File: config.mk
export PLATFORM = sky130hd
export DESIGN_NAME = usb_transmitter
export DESIGN_NICKNAME = d
export VERILOG_FILES = /design/src/rtl/usb_transmitter.sv
export SDC_FILE = /design/constraint.sdc
export NUM_CORES = 1
export LEC_CHECK = 0
export ABC_CLOCK_PERIOD_IN_PS = 2200
export BUFFER_PORTS_ARGS = -buffer_cell sky130_fd_sc_hd__buf_2
export CORE_ASPECT_RATIO = 0.9
export CORE_MARGIN = 2
export CORE_UTILIZATION = 50
export CTS_BUF_LIST = sky130_fd_sc_hd__clkbuf_2 sky130_fd_sc_hd__clkbuf_4 sky130_fd_sc_hd__clkbuf_8
export CTS_CLUSTER_SIZE = 14
export DETAILED_ROUTE_END_ITERATION = 8
export PLACE_DENSITY = 0.74
export SYNTH_ARGS = -nofsm -noshare
export SYNTH_HDL_FRONTEND = slang
export SYNTH_SLANG_ARGS = --single-unit
File: constraint.sdc
create_clock -name clk -period 2.2 [get_ports clk]
set_input_delay 0.33 -clock clk [delete_from_list [all_inputs] [get_ports clk]]
set_output_delay 0.33 -clock clk [all_outputs]
set_load 0.01 [all_outputs]
File: src/rtl/usb_transmitter.sv
// Full-speed USB packet serializer: SYNC, PID, optional CRC5 or DATA+CRC16,
// NRZI-encoded with bit stuffing, terminated by SE0-SE0-J.
module usb_transmitter #(
  parameter int CLKS_PER_BIT = 8
) (
  input  logic        clk,
  input  logic        rst,
  input  logic        tx_start,
  input  logic [1:0]  tx_type,
  input  logic [7:0]  tx_pid,
  input  logic [4:0]  tx_crc5,
  input  logic [15:0] tx_crc16,
  input  logic [63:0] tx_data,
  output logic        d_plus,
  output logic        d_minus,
  output logic        tx_busy,
  output logic        tx_done
);

  localparam int CW = $clog2(CLKS_PER_BIT);
  localparam logic [CW-1:0] CNT_MAX  = CW'(CLKS_PER_BIT - 1);
  localparam logic [CW-1:0] CNT_ONE  = CW'(1);
  localparam logic [CW-1:0] CNT_ZERO = CW'(0);

  localparam logic [2:0] ST_IDLE    = 3'd0;
  localparam logic [2:0] ST_SYNC    = 3'd1;
  localparam logic [2:0] ST_PID     = 3'd2;
  localparam logic [2:0] ST_CRC5    = 3'd3;
  localparam logic [2:0] ST_DATA    = 3'd4;
  localparam logic [2:0] ST_CRC16   = 3'd5;
  localparam logic [2:0] ST_EOP_SE0 = 3'd6;
  localparam logic [2:0] ST_EOP_J   = 3'd7;

  // SYNC on the wire is 0000000 then 1 (KJKJKJKK); stored here LSB first.
  localparam logic [7:0] SYNC_BITS = 8'h80;

  logic [2:0]    state_q, state_d;
  logic [CW-1:0] cnt_q, cnt_d;
  logic [5:0]    idx_q, idx_d;
  logic [2:0]    ones_q, ones_d;
  logic          stuff_q, stuff_d;
  logic          line_q, line_d;
  logic          dp_q, dp_d, dm_q, dm_d;
  logic          busy_q, busy_d, done_q, done_d;
  logic [1:0]    type_q, type_d;
  logic [7:0]    pid_q, pid_d;
  logic [4:0]    crc5_q, crc5_d;
  logic [15:0]   crc16_q, crc16_d;
  logic [63:0]   data_q, data_d;

  logic          cur_bit_s, last_bit_s, nrzi_s, wrap_s;
  logic [2:0]    next_field_s;
  logic [7:0]    crc5_ext_s;

  assign crc5_ext_s = {3'b000, crc5_q};
  assign nrzi_s     = cur_bit_s ? line_q : ~line_q;
  assign wrap_s     = (cnt_q == CNT_MAX);

  // Select the current field bit, its end marker and the field that follows.
  always_comb begin
    cur_bit_s    = 1'b0;
    last_bit_s   = 1'b0;
    next_field_s = ST_EOP_SE0;
    case (state_q)
      ST_SYNC: begin
        cur_bit_s    = SYNC_BITS[idx_q[2:0]];
        last_bit_s   = (idx_q == 6'd7);
        next_field_s = ST_PID;
      end
      ST_PID: begin
        cur_bit_s  = pid_q[idx_q[2:0]];
        last_bit_s = (idx_q == 6'd7);
        if (type_q == 2'd1) begin
          next_field_s = ST_CRC5;
        end else if (type_q == 2'd2) begin
          next_field_s = ST_DATA;
        end else begin
          next_field_s = ST_EOP_SE0;
        end
      end
      ST_CRC5: begin
        cur_bit_s  = crc5_ext_s[idx_q[2:0]];
        last_bit_s = (idx_q == 6'd4);
      end
      ST_DATA: begin
        cur_bit_s    = data_q[idx_q];
        last_bit_s   = (idx_q == 6'd63);
        next_field_s = ST_CRC16;
      end
      ST_CRC16: begin
        cur_bit_s  = crc16_q[idx_q[3:0]];
        last_bit_s = (idx_q == 6'd15);
      end
      default: begin
        cur_bit_s = 1'b0;
      end
    endcase
  end

  // Next-state logic: start latch, bit launch on counter wrap, stuffing, EOP.
  always_comb begin
    state_d = state_q;
    cnt_d   = cnt_q;
    idx_d   = idx_q;
    ones_d  = ones_q;
    stuff_d = stuff_q;
    line_d  = line_q;
    dp_d    = dp_q;
    dm_d    = dm_q;
    busy_d  = busy_q;
    done_d  = 1'b0;
    type_d  = type_q;
    pid_d   = pid_q;
    crc5_d  = crc5_q;
    crc16_d = crc16_q;
    data_d  = data_q;
    if (state_q == ST_IDLE) begin
      cnt_d = CNT_ZERO;
      if (tx_start) begin
        type_d  = tx_type;
        pid_d   = tx_pid;
        crc5_d  = tx_crc5;
        crc16_d = tx_crc16;
        data_d  = tx_data;
        state_d = ST_SYNC;
        cnt_d   = CNT_MAX;
        idx_d   = 6'd0;
        ones_d  = 3'd0;
        stuff_d = 1'b0;
        line_d  = 1'b1;
        busy_d  = 1'b1;
      end else begin
        busy_d = 1'b0;
      end
    end else if (wrap_s) begin
      cnt_d = CNT_ZERO;
      if (stuff_q) begin
        // Stuffed zero: toggle without advancing the field.
        stuff_d = 1'b0;
        ones_d  = 3'd0;
        line_d  = ~line_q;
        dp_d    = ~line_q;
        dm_d    = line_q;
      end else if (state_q == ST_EOP_SE0) begin
        dp_d = 1'b0;
        dm_d = 1'b0;
        if (idx_q == 6'd1) begin
          state_d = ST_EOP_J;
          idx_d   = 6'd0;
        end else begin
          idx_d = idx_q + 6'd1;
        end
      end else if (state_q == ST_EOP_J) begin
        if (idx_q == 6'd0) begin
          dp_d   = 1'b1;
          dm_d   = 1'b0;
          line_d = 1'b1;
          idx_d  = 6'd1;
        end else begin
          state_d = ST_IDLE;
          idx_d   = 6'd0;
          busy_d  = 1'b0;
          done_d  = 1'b1;
        end
      end else begin
        line_d = nrzi_s;
        dp_d   = nrzi_s;
        dm_d   = ~nrzi_s;
        if (cur_bit_s) begin
          if (ones_q == 3'd5) begin
            stuff_d = 1'b1;
            ones_d  = 3'd0;
          end else begin
            ones_d = ones_q + 3'd1;
          end
        end else begin
          ones_d = 3'd0;
        end
        if (last_bit_s) begin
          state_d = next_field_s;
          idx_d   = 6'd0;
        end else begin
          idx_d = idx_q + 6'd1;
        end
      end
    end else begin
      cnt_d = cnt_q + CNT_ONE;
    end
  end

  // State registers with synchronous reset to idle J.
  always_ff @(posedge clk) begin
    if (rst) begin
      state_q <= ST_IDLE;
      cnt_q   <= CNT_ZERO;
      idx_q   <= 6'd0;
      ones_q  <= 3'd0;
      stuff_q <= 1'b0;
      line_q  <= 1'b1;
      dp_q    <= 1'b1;
      dm_q    <= 1'b0;
      busy_q  <= 1'b0;
      done_q  <= 1'b0;
      type_q  <= 2'd0;
      pid_q   <= 8'd0;
      crc5_q  <= 5'd0;
      crc16_q <= 16'd0;
      data_q  <= 64'd0;
    end else begin
      state_q <= state_d;
      cnt_q   <= cnt_d;
      idx_q   <= idx_d;
      ones_q  <= ones_d;
      stuff_q <= stuff_d;
      line_q  <= line_d;
      dp_q    <= dp_d;
      dm_q    <= dm_d;
      busy_q  <= busy_d;
      done_q  <= done_d;
      type_q  <= type_d;
      pid_q   <= pid_d;
      crc5_q  <= crc5_d;
      crc16_q <= crc16_d;
      data_q  <= data_d;
    end
  end

  assign d_plus  = dp_q;
  assign d_minus = dm_q;
  assign tx_busy = busy_q;
  assign tx_done = done_q;

endmodule

==> impl_metrics.json, run 1 <==
{
  "status": "finished with violations",
  "violations": "negative setup slack",
  "synth_edf_count": 0,
  "fin_crit_ps": 2290,
  "synth_area_leaders": "dfxtp_1 42%, nand2_1 14%, a21oi_1 10%",
  "avgSynthCellArea_sq_um": 7.99,
  "finalCritPeriodShare": 1.04,
  "layout-drive-gt1-share": 0.281,
  "power.density_nw_per_um2": 935,
  "grt_setup_unrepaired": "yes",
  "cts-root-buf": "clkbuf_8",
  "slew_headroom": 0.558,
  "ios": 102,
  "dp_hpwl_microns": 10300,
  "core_sq_um": 10800,
  "hold_path_class": "primary input to register",
  "yosysUniqueCellTypes": 69,
  "h-tree-depth": 4,
  "postLayoutCoreUtil": 0.657,
  "yosysWarnings": 0,
  "totalWireLength_microns": 14700,
  "syn_nets": 796,
  "final_common_cell": "nand2_1",
  "path_class": "register to register",
  "first_pass_iters": 5,
  "fmax_mhz": 437,
  "setup_ws_ps": -89.4,
  "cts_buffer_depth": 2,
  "mostFrequentLayoutCells": "210 x nand2_1, 115 x dfxtp_1, 113 x a21oi_1, 100 x buf_2, 48 x buf_4",
  "numCtsBuffers": 17,
  "p_leak_uw": 0.00278,
  "path_buf_inv": 1,
  "end_kind": "register",
  "vias_per_cell": 5.60,
  "synth_area_sq_um": 5540,
  "synth_compound_area_frac": 0.193,
  "synth_simple_gate_area_frac": 0.230,
  "grt_pass1_wl_microns": 23700,
  "hold-worst-slack_ps": 105,
  "tightest_slew_ps": 657,
  "cp_data_arrival_time_ps": 2630,
  "slew_violations": 0,
  "die_w_microns": 115,
  "fin_skew_ps": 11.1,
  "placed_area_sq_um": 6450,
  "synth_mux_area_frac": 0.0895,
  "critPathLaunchType": "register",
  "cp_max_fo": 5,
  "nets": 916,
  "die_h_microns": 104,
  "tritoncts": "yes",
  "synthFlopType": "dfxtp_1",
  "cts_sinks": 117,
  "synth_top_area_frac": 0.423,
  "grtUsageTotal": 0.250,
  "synth_seq_cells": 117,
  "cp.required_ps": 2540,
  "crit_path_cell_trace": "buf_12, mux4_2, a2bb2oi_1, a22o_1, or3_4, nor4_4, a211oi_4, a2bb2oi_2",
  "cap_violations": 0,
  "vdd_drop_max_mv": 0.512,
  "synth_top_family_by_area": "simple AND/OR/NAND/NOR gates",
  "cts-hold-fix-buffers": 0,
  "antenna_found_initial": 0,
  "io_buffers": 101,
  "design_area_sq_um": 7100,
  "start_util": 0.512,
  "dieArea_sq_um": 11900,
  "dp_slack_ps": -93.7,
  "grt_pass1_vias": 5166,
  "crit_path_top_delay_cell": "mux4_2",
  "hold_violations": 0,
  "synthXorXnorAreaFrac": 0,
  "clk_latency_ps": 450,
  "diodes": 0,
  "vias": 5369,
  "cp_top_family": "compound AO/OA/AOI/OAI gates",
  "grt_overflow": 0,
  "synth-seq-area-share": 0.423,
  "rows": 36,
  "synthAdderAreaFrac": 0.0113,
  "clkTransAtPathRegs_ps": 70,
  "drc": 0,
  "async_reset_ff_frac": 0,
  "max_stage_delay_ps": 500,
  "wl_per_cell_microns": 15.3,
  "area_growth_syn_to_layout_pct": 28.3,
  "gp_congestion": 0.901,
  "netlist_instances": 693,
  "drt_iter0_markers": 328,
  "netlist.top_cell.by_area": "dfxtp_1",
  "grt_start_max_net_pins": 120,
  "final-setup-viol-count": 5,
  "drt.antenna.violating_nets": 0
}
-- flip-flops by register name (all words and copies together) (netlist names), 2 cells and up, named ones only --
| signal | flops |
|---|---|
| ones_q | 3 |
| state_q | 3 |
| pid_q | 8 |
| type_q | 2 |
| crc5_q | 5 |
| data_q | 64 |
| cnt_q | 3 |
| idx_q | 6 |
| crc16_q | 16 |
-- cell type report --
cell class / instances / area [sq um]
Inverter: 10 / 37.5
Fill cell: 923 / 3710
Clock inverter: 13 / 205
Tap cell: 133 / 166
Multi-Input combinational cell: 510 / 3060
Timing Repair Buffer: 157 / 1030
Sequential cell: 117 / 2350
Clock buffer: 19 / 255
-- Yosys cell counts, drive strengths merged (3+ instances only) --
cell	instances
o21ai	8
a21oi	115
nand4b	3
nand3b	4
dfxtp	117
buf	17
nor3b	4
inv	10
nand4	3
nand2	211
and2	4
nor2	13
a211oi	3
clkbuf	39
nand2b	3
a2bb2oi	3
nor4	5
mux2i	36
o211ai	4
a22o	3
or3	6
nand3	10
mux4	6
ha	5
o22ai	5
nor2b	8
a22oi	11
-- per-stage QoR --
step	power, uW	TNS (ps)	instances
detailed placement	4350	-313	924
finish	6640	-252	959
global route	7000	-936	959
floorplan	3770	-40.2	693
CTS	6620	-349	956
global placement	4270	-143	924
-- what timing repair did --
item	CTS	global route
gates cloned	0	1
gates resized for setup	8	24
setup buffers	0	2
setup endpoints to repair	7	15
pin swaps	6	9
hold endpoints to repair	0	0
-- power breakdown --
part	total [uW]	internal, uW	switching, uW
sequential	2660	2450	207
combinational	1720	696	1020
clock	2270	1390	883
-- worst min-delay path, cell delays in order --
cell	delay (ps)
buf_2	90
nand2_1	40
a21oi_1	50
-- path summary, 6_finish.rpt --
| path | startpoint | depth (start not counted) | endpoint | slack (ps) |
|---|---|---|---|---|
| min reg2reg | data_q[57] | 2 | data_q[57] | 460 |
| min | tx_data[51] | 3 | data_q[51] | 110 |
| max | idx_q[0] | 8 | d_plus | -90 |
| max reg2reg | idx_q[0] | 8 | d_plus | -90 |
-- routing by layer --
metal | up-vias | global-route usage | routed length (microns)
met5 | - | 0 | 0
met4 | 0 | 0.108 | 363
met3 | 34 | 0.0650 | 793
met2 | 166 | 0.410 | 7140
met1 | 2524 | 0.307 | 6420
li1 | 2645 | - | -
-- cells by family after synthesis --
family                     count (synthesis)
DFF                                      117
AOI/OAI and AO/OA                        176
muxes                                     42
buffers and inverters                     66
and+or+nand+nor                          287
adders and majority gates                  5
(Power assumes the default switching activity.)
==> run 2, diff against run 1 <==
--- a/config.mk
+++ b/config.mk
@@ -11,9 +11,11 @@
 export CORE_MARGIN = 2
 export CORE_UTILIZATION = 50
 export CTS_BUF_LIST = sky130_fd_sc_hd__clkbuf_2 sky130_fd_sc_hd__clkbuf_4 sky130_fd_sc_hd__clkbuf_8
+export CTS_CLUSTER_DIAMETER = 100
 export CTS_CLUSTER_SIZE = 14
 export DETAILED_ROUTE_END_ITERATION = 8
 export PLACE_DENSITY = 0.74
+export SKIP_LAST_GASP = 1
 export SYNTH_ARGS = -nofsm -noshare
 export SYNTH_HDL_FRONTEND = slang
 export SYNTH_SLANG_ARGS = --single-unit
==> impl_metrics.json, run 2 (synthesis gave the netlist of run 1 again) <==
{
  "die_h_microns": 104,
  "vias": 5370,
  "dieArea_sq_um": 11900,
  "tritoncts": "yes",
  "mostFrequentLayoutCells": "210 x nand2_1, 115 x dfxtp_1, 113 x a21oi_1, 100 x buf_2, 48 x buf_4",
  "cp_data_arrival_time_ps": 2630,
  "h-tree-depth": 4,
  "critPathLaunchType": "register",
  "vias_per_cell": 5.60,
  "grt_start_max_net_pins": 120,
  "end_kind": "register",
  "cts_sinks": 117,
  "p_leak_uw": 0.00278,
  "cap_violations": 0,
  "grt_overflow": 0,
  "switching_share": 0.318,
  "cts_buffer_depth": 2,
  "core_sq_um": 10800,
  "grt_setup_unrepaired": "yes",
  "cts-hold-fix-buffers": 0,
  "clk_latency_ps": 450,
  "largest_reg_flops": 64,
  "layout-drive-gt1-share": 0.281,
  "drt.antenna.violating_nets": 0,
  "p_sw_uw": 2110,
  "start_util": 0.512,
  "vdd_drop_max_mv": 0.512,
  "io_buffers": 101,
  "dp_slack_ps": -93.7,
  "internal-power_uw": 4530,
  "rows": 36,
  "nets": 916,
  "area_growth_syn_to_layout_pct": 28.3,
  "drt_iter0_markers": 336,
  "gp_congestion": 0.901,
  "cp.required_ps": 2530,
  "instances_no_fill": 959,
  "clkTransAtPathRegs_ps": 70,
  "setup_ws_ps": -90.7,
  "slew_violations": 0,
  "tightest_slew_ps": 657,
  "hold_violations": 0,
  "violations": "negative setup slack",
  "cp_max_fo": 5,
  "clkPwrFrac": 0.341,
  "numCtsBuffers": 17,
  "power.density_nw_per_um2": 935,
  "seq_power_share": 0.400,
  "fin_skew_ps": 11.9,
  "ios": 102,
  "combPwrFrac": 0.259,
  "status": "finished with violations",
  "slew_headroom": 0.558,
  "final-setup-viol-count": 5,
  "first_pass_iters": 5,
  "postLayoutCoreUtil": 0.657,
  "max_flop_register": "data_q",
  "die_w_microns": 115,
  "antenna_found_initial": 0,
  "grt_pass1_vias": 5165,
  "largest_registers": "data_q: 64 flops, crc16_q: 16 flops, pid_q: 8 flops",
  "grtUsageTotal": 0.250,
  "fin_crit_ps": 2290,
  "wl_per_cell_microns": 15.4,
  "dp_hpwl_microns": 10300,
  "dpl.cell_count": 924,
  "path_class": "register to register",
  "final_common_cell": "nand2_1",
  "cts-root-buf": "clkbuf_8",
  "design_area_sq_um": 7100,
  "finalCritPeriodShare": 1.04,
  "drc": 0,
  "hold_path_class": "primary input to register",
  "grt_pass1_wl_microns": 23700,
  "fmax_mhz": 437,
  "totalWireLength_microns": 14700,
  "diodes": 0,
  "placed_area_sq_um": 6450
}
==> run 2: cell counts in the layout (fill, tap and decap cells not counted) <==
No cell type changed its count.
==> run 2: stage by stage <==
stage / hold WS [ps] / setup TNS, ps / total power (uW)
floorplan: 432 / -40.2 / 3770
global placement: 444 / -143 / 4270
detailed placement: 446 / -313 / 4350
CTS: 78.8 / -349 / 6620
global route: 107 / -947 / 7000
finish: 107 / -262 / 6640
==> run 2: power groups by stage <==
stage | clock network [uW] | logic, uW | registers, uW
6_report | 2270 | 1720 | 2660
5_1_grt | 2390 | 1920 | 2690
4_1_cts | 2300 | 1670 | 2650
3_5_place_dp | 0 | 1650 | 2690
3_3_place_gp | 0 | 1580 | 2690
2_1_floorplan | 0 | 1150 | 2610
==> run 2: routing by layer <==
layer  vias to the layer above  wire length, microns  track usage
li1                       2646                     -            -
met5                         -                     0            0
met3                        34                   789       0.0650
met2                       163                  7130        0.410
met1                      2527                  6440        0.307
met4                         0                   361        0.108
==> run 2: layout make-up <==
cell class	count	area, sq um
inverters	10	37.5
clock buffers	19	255
well taps	133	166
flip-flops and latches	117	2350
multi-input cells	510	3060
clock inverters	13	205
repair buffers	157	1030
fillers	923	3710
==> run 2: path summary, 6_finish.rpt <==
check | start | end | slack, ps | depth (start not counted)
worst max-delay path | idx_q[0] | d_plus | -90 | 8
worst min-delay path | tx_data[51] | data_q[51] | 110 | 3
worst max register to register | idx_q[0] | d_plus | -90 | 8
worst min register to register | data_q[57] | data_q[57] | 450 | 2
==> run 2: critical path, cell delays in order (launching register included) <==
cell and delay (ps):
dfxtp_4 390, buf_12 120, mux4_2 500, a2bb2oi_1 150, a22o_1 250, or3_4 350, nor4_4 200, a211oi_4 70
a2bb2oi_2 160
==> run 2: repair_timing <==
item	in CTS	in global routing
buffers inserted	0	2
resized for setup	8	24
pin swaps	6	8
gates cloned	0	1
endpoints found under the setup margin	7	15
==> run 3, diff against run 2 <==
--- a/config.mk
+++ b/config.mk
@@ -5,8 +5,9 @@
 export SDC_FILE = /design/constraint.sdc
 export NUM_CORES = 1
 export LEC_CHECK = 0
-export ABC_CLOCK_PERIOD_IN_PS = 2200
+export ABC_CLOCK_PERIOD_IN_PS = 2600
 export BUFFER_PORTS_ARGS = -buffer_cell sky130_fd_sc_hd__buf_2
+export CAP_MARGIN = 20
 export CORE_ASPECT_RATIO = 0.9
 export CORE_MARGIN = 2
 export CORE_UTILIZATION = 50
@@ -14,7 +15,8 @@
 export CTS_CLUSTER_DIAMETER = 100
 export CTS_CLUSTER_SIZE = 14
 export DETAILED_ROUTE_END_ITERATION = 8
-export PLACE_DENSITY = 0.74
+export PLACE_DENSITY = 0.71
+export RECOVER_POWER = 100
 export SKIP_LAST_GASP = 1
 export SYNTH_ARGS = -nofsm -noshare
 export SYNTH_HDL_FRONTEND = slang
==> constraint.sdc (replaced) <==
create_clock -name clk -period 2.6 [get_ports clk]
set_input_delay 0.39 -clock clk [delete_from_list [all_inputs] [get_ports clk]]
set_output_delay 0.39 -clock clk [all_outputs]
set_load 0.01 [all_outputs]
==> impl_metrics.json, run 3 (synthesis gave the netlist of run 1 again) <==
{
  "drc": 0,
  "placed_area_sq_um": 6220,
  "cts_buffer_depth": 2,
  "hold_path_class": "primary input to register",
  "power.density_nw_per_um2": 791,
  "fin_skew_ps": 9.90,
  "totalWireLength_microns": 13700,
  "hold_depth": 3,
  "busiest_layer": "met2",
  "fin_crit_ps": 2490,
  "grt_pass1_vias": 5028,
  "die_w_microns": 115,
  "max_stage_delay_ps": 450,
  "largest_reg_flops": 64,
  "mostFrequentLayoutCells": "210 x nand2_1, 116 x dfxtp_1, 115 x a21oi_1, 96 x buf_2, 36 x mux2i_1",
  "grt_setup_unrepaired": "yes",
  "finalCritPeriodShare": 0.958,
  "core_sq_um": 10800,
  "grt.met3_usage": 0.0813,
  "drt_iter0_markers": 378,
  "use_met1": 0.317,
  "io_buffers": 101,
  "dp_hpwl_microns": 9940,
  "tritoncts": "yes",
  "rows": 36,
  "hold_path_end": "data_q[7]",
  "status": "completed",
  "cp.required_ps": 2930,
  "vias_per_cell": 5.47,
  "wl_per_cell_microns": 14.7,
  "hold_violations": 0,
  "numCtsBuffers": 17,
  "multi_input_area_sq_um": 2910,
  "cp_max_fo": 9,
  "first_pass_iters": 5,
  "num-fill-cells": 997,
  "rr_startpoint": "idx_q[2]",
  "grt_start_max_net_pins": 96,
  "diodes": 0,
  "fmax_mhz": 402,
  "h-tree-depth": 4,
  "p_leak_uw": 0.00256,
  "dieArea_sq_um": 11900,
  "vdd_drop_max_mv": 0.428,
  "final-setup-viol-count": 0,
  "end_kind": "register",
  "regArea_sq_um": 2350,
  "rrSetupSlack_ps": 110,
  "regToRegEndpoint": "ones_q[1]",
  "layout-drive-gt1-share": 0.218,
  "cp_data_arrival_time_ps": 2820,
  "clk_latency_ps": 440,
  "reg2regPathDepth": 7,
  "die_h_microns": 104,
  "gp_congestion": 0.927,
  "vias": 5084,
  "drt.antenna.violating_nets": 0,
  "grt_pass1_wl_microns": 23300,
  "clkTransAtPathRegs_ps": 70,
  "path_class": "register to register",
  "crit_path_top_delay_cell": "a2111oi_1",
  "antenna_found_initial": 0,
  "final_common_cell": "nand2_1",
  "nets": 889,
  "slew_violations": 0,
  "grt_overflow": 0,
  "grtUsageTotal": 0.245,
  "design_area_sq_um": 6600,
  "cap_violations": 0,
  "grt.met2_usage": 0.389,
  "dpl.cell_count": 900,
  "instances_no_fill": 930,
  "slew_headroom": 0.331,
  "post-cts-setup-buffers": 0,
  "area_growth_syn_to_layout_pct": 19.2,
  "start_util": 0.512,
  "cts_sinks": 117,
  "crit_path_cell_trace": "and2_1, a22o_1, a2111oi_1, o21ba_1, o311a_1, o211ai_1, o311ai_1",
  "cts-root-buf": "clkbuf_8",
  "ios": 102,
  "min_from": "tx_data[7]",
  "critPathLaunchType": "register",
  "tightest_slew_ps": 1000,
  "max_flop_register": "data_q",
  "largest_registers": "data_q: 64 flops, crc16_q: 16 flops, pid_q: 8 flops"
}
[run 3: cell count changes in the layout (fill, tap and decap cells not counted), moves of 3 or more]
cell and change:
buf_4 -25, clkbuf_1 +6, buf_2 -4, buf_12 -3, or3_1 +3, or3_4 -3
[run 3: how the worst max path moves through the flow]
| stage | start | to | slack, ps | cells after the start |
|---|---|---|---|---|
| after floorplan | idx_q[0] | d_plus | 310 | 9 |
| after global placement | idx_q[0] | d_minus | 110 | 8 |
| after detailed placement | idx_q[0] | ones_q[1] | 60 | 8 |
| after CTS | idx_q[0] | ones_q[1] | 10 | 8 |
| after global routing | idx_q[0] | d_plus | -40 | 7 |
| final | idx_q[2] | ones_q[1] | 110 | 7 |
[run 3: area by class of cell]
cell class                 instances  share of cell area
tap                              133              0.0252
inverter                          10             0.00569
multi-input combinational        510               0.441
sequential                       117               0.355
timing repair buffer             130               0.113
clock buffer                      20              0.0398
clock inverter                    10              0.0201
[run 3: critical path: cells and delay by family (launching register included)]
| family | cells | cell delay, ps |
|---|---|---|
| AOI/OAI and AO/OA | 6 | 1650 |
| DFF | 1 | 400 |
| and+or+nand+nor | 1 | 340 |
[run 3: report_power, final]
part | total [uW] | internal (uW) | switching, uW
Sequential | 2270 | 2070 | 197
Clock | 1670 | 974 | 695
Combinational | 1280 | 501 | 779
Total | 5220 | 3550 | 1670
[run 3: per-layer routing]
layer | routed length (microns) | vias up
met5 | 0 | -
met4 | 131 | 0
met3 | 681 | 11
met2 | 6690 | 147
met1 | 6210 | 2337
li1 | - | 2589
[run 3: through the flow]
step	utilization	worst slack, ps	hold WS, ps	power [uW]	TNS, ps
2_1_floorplan	-	314	432	3180	0
3_3_place_gp	0.575	110	445	3570	0
3_5_place_dp	0.575	58.4	446	3610	0
4_1_cts	0.612	12.7	160	5290	0
5_1_grt	0.611	-38.1	146	5570	-54.7
6_report	0.611	110	183	5220	0
[run 3: what timing repair did]
item / 4_1_cts / 5_1_grt
endpoints found under the hold margin: 0 / 0
hold buffers: 0 / 0
endpoints found under the setup margin: 0 / 7
resized for setup: 0 / 2
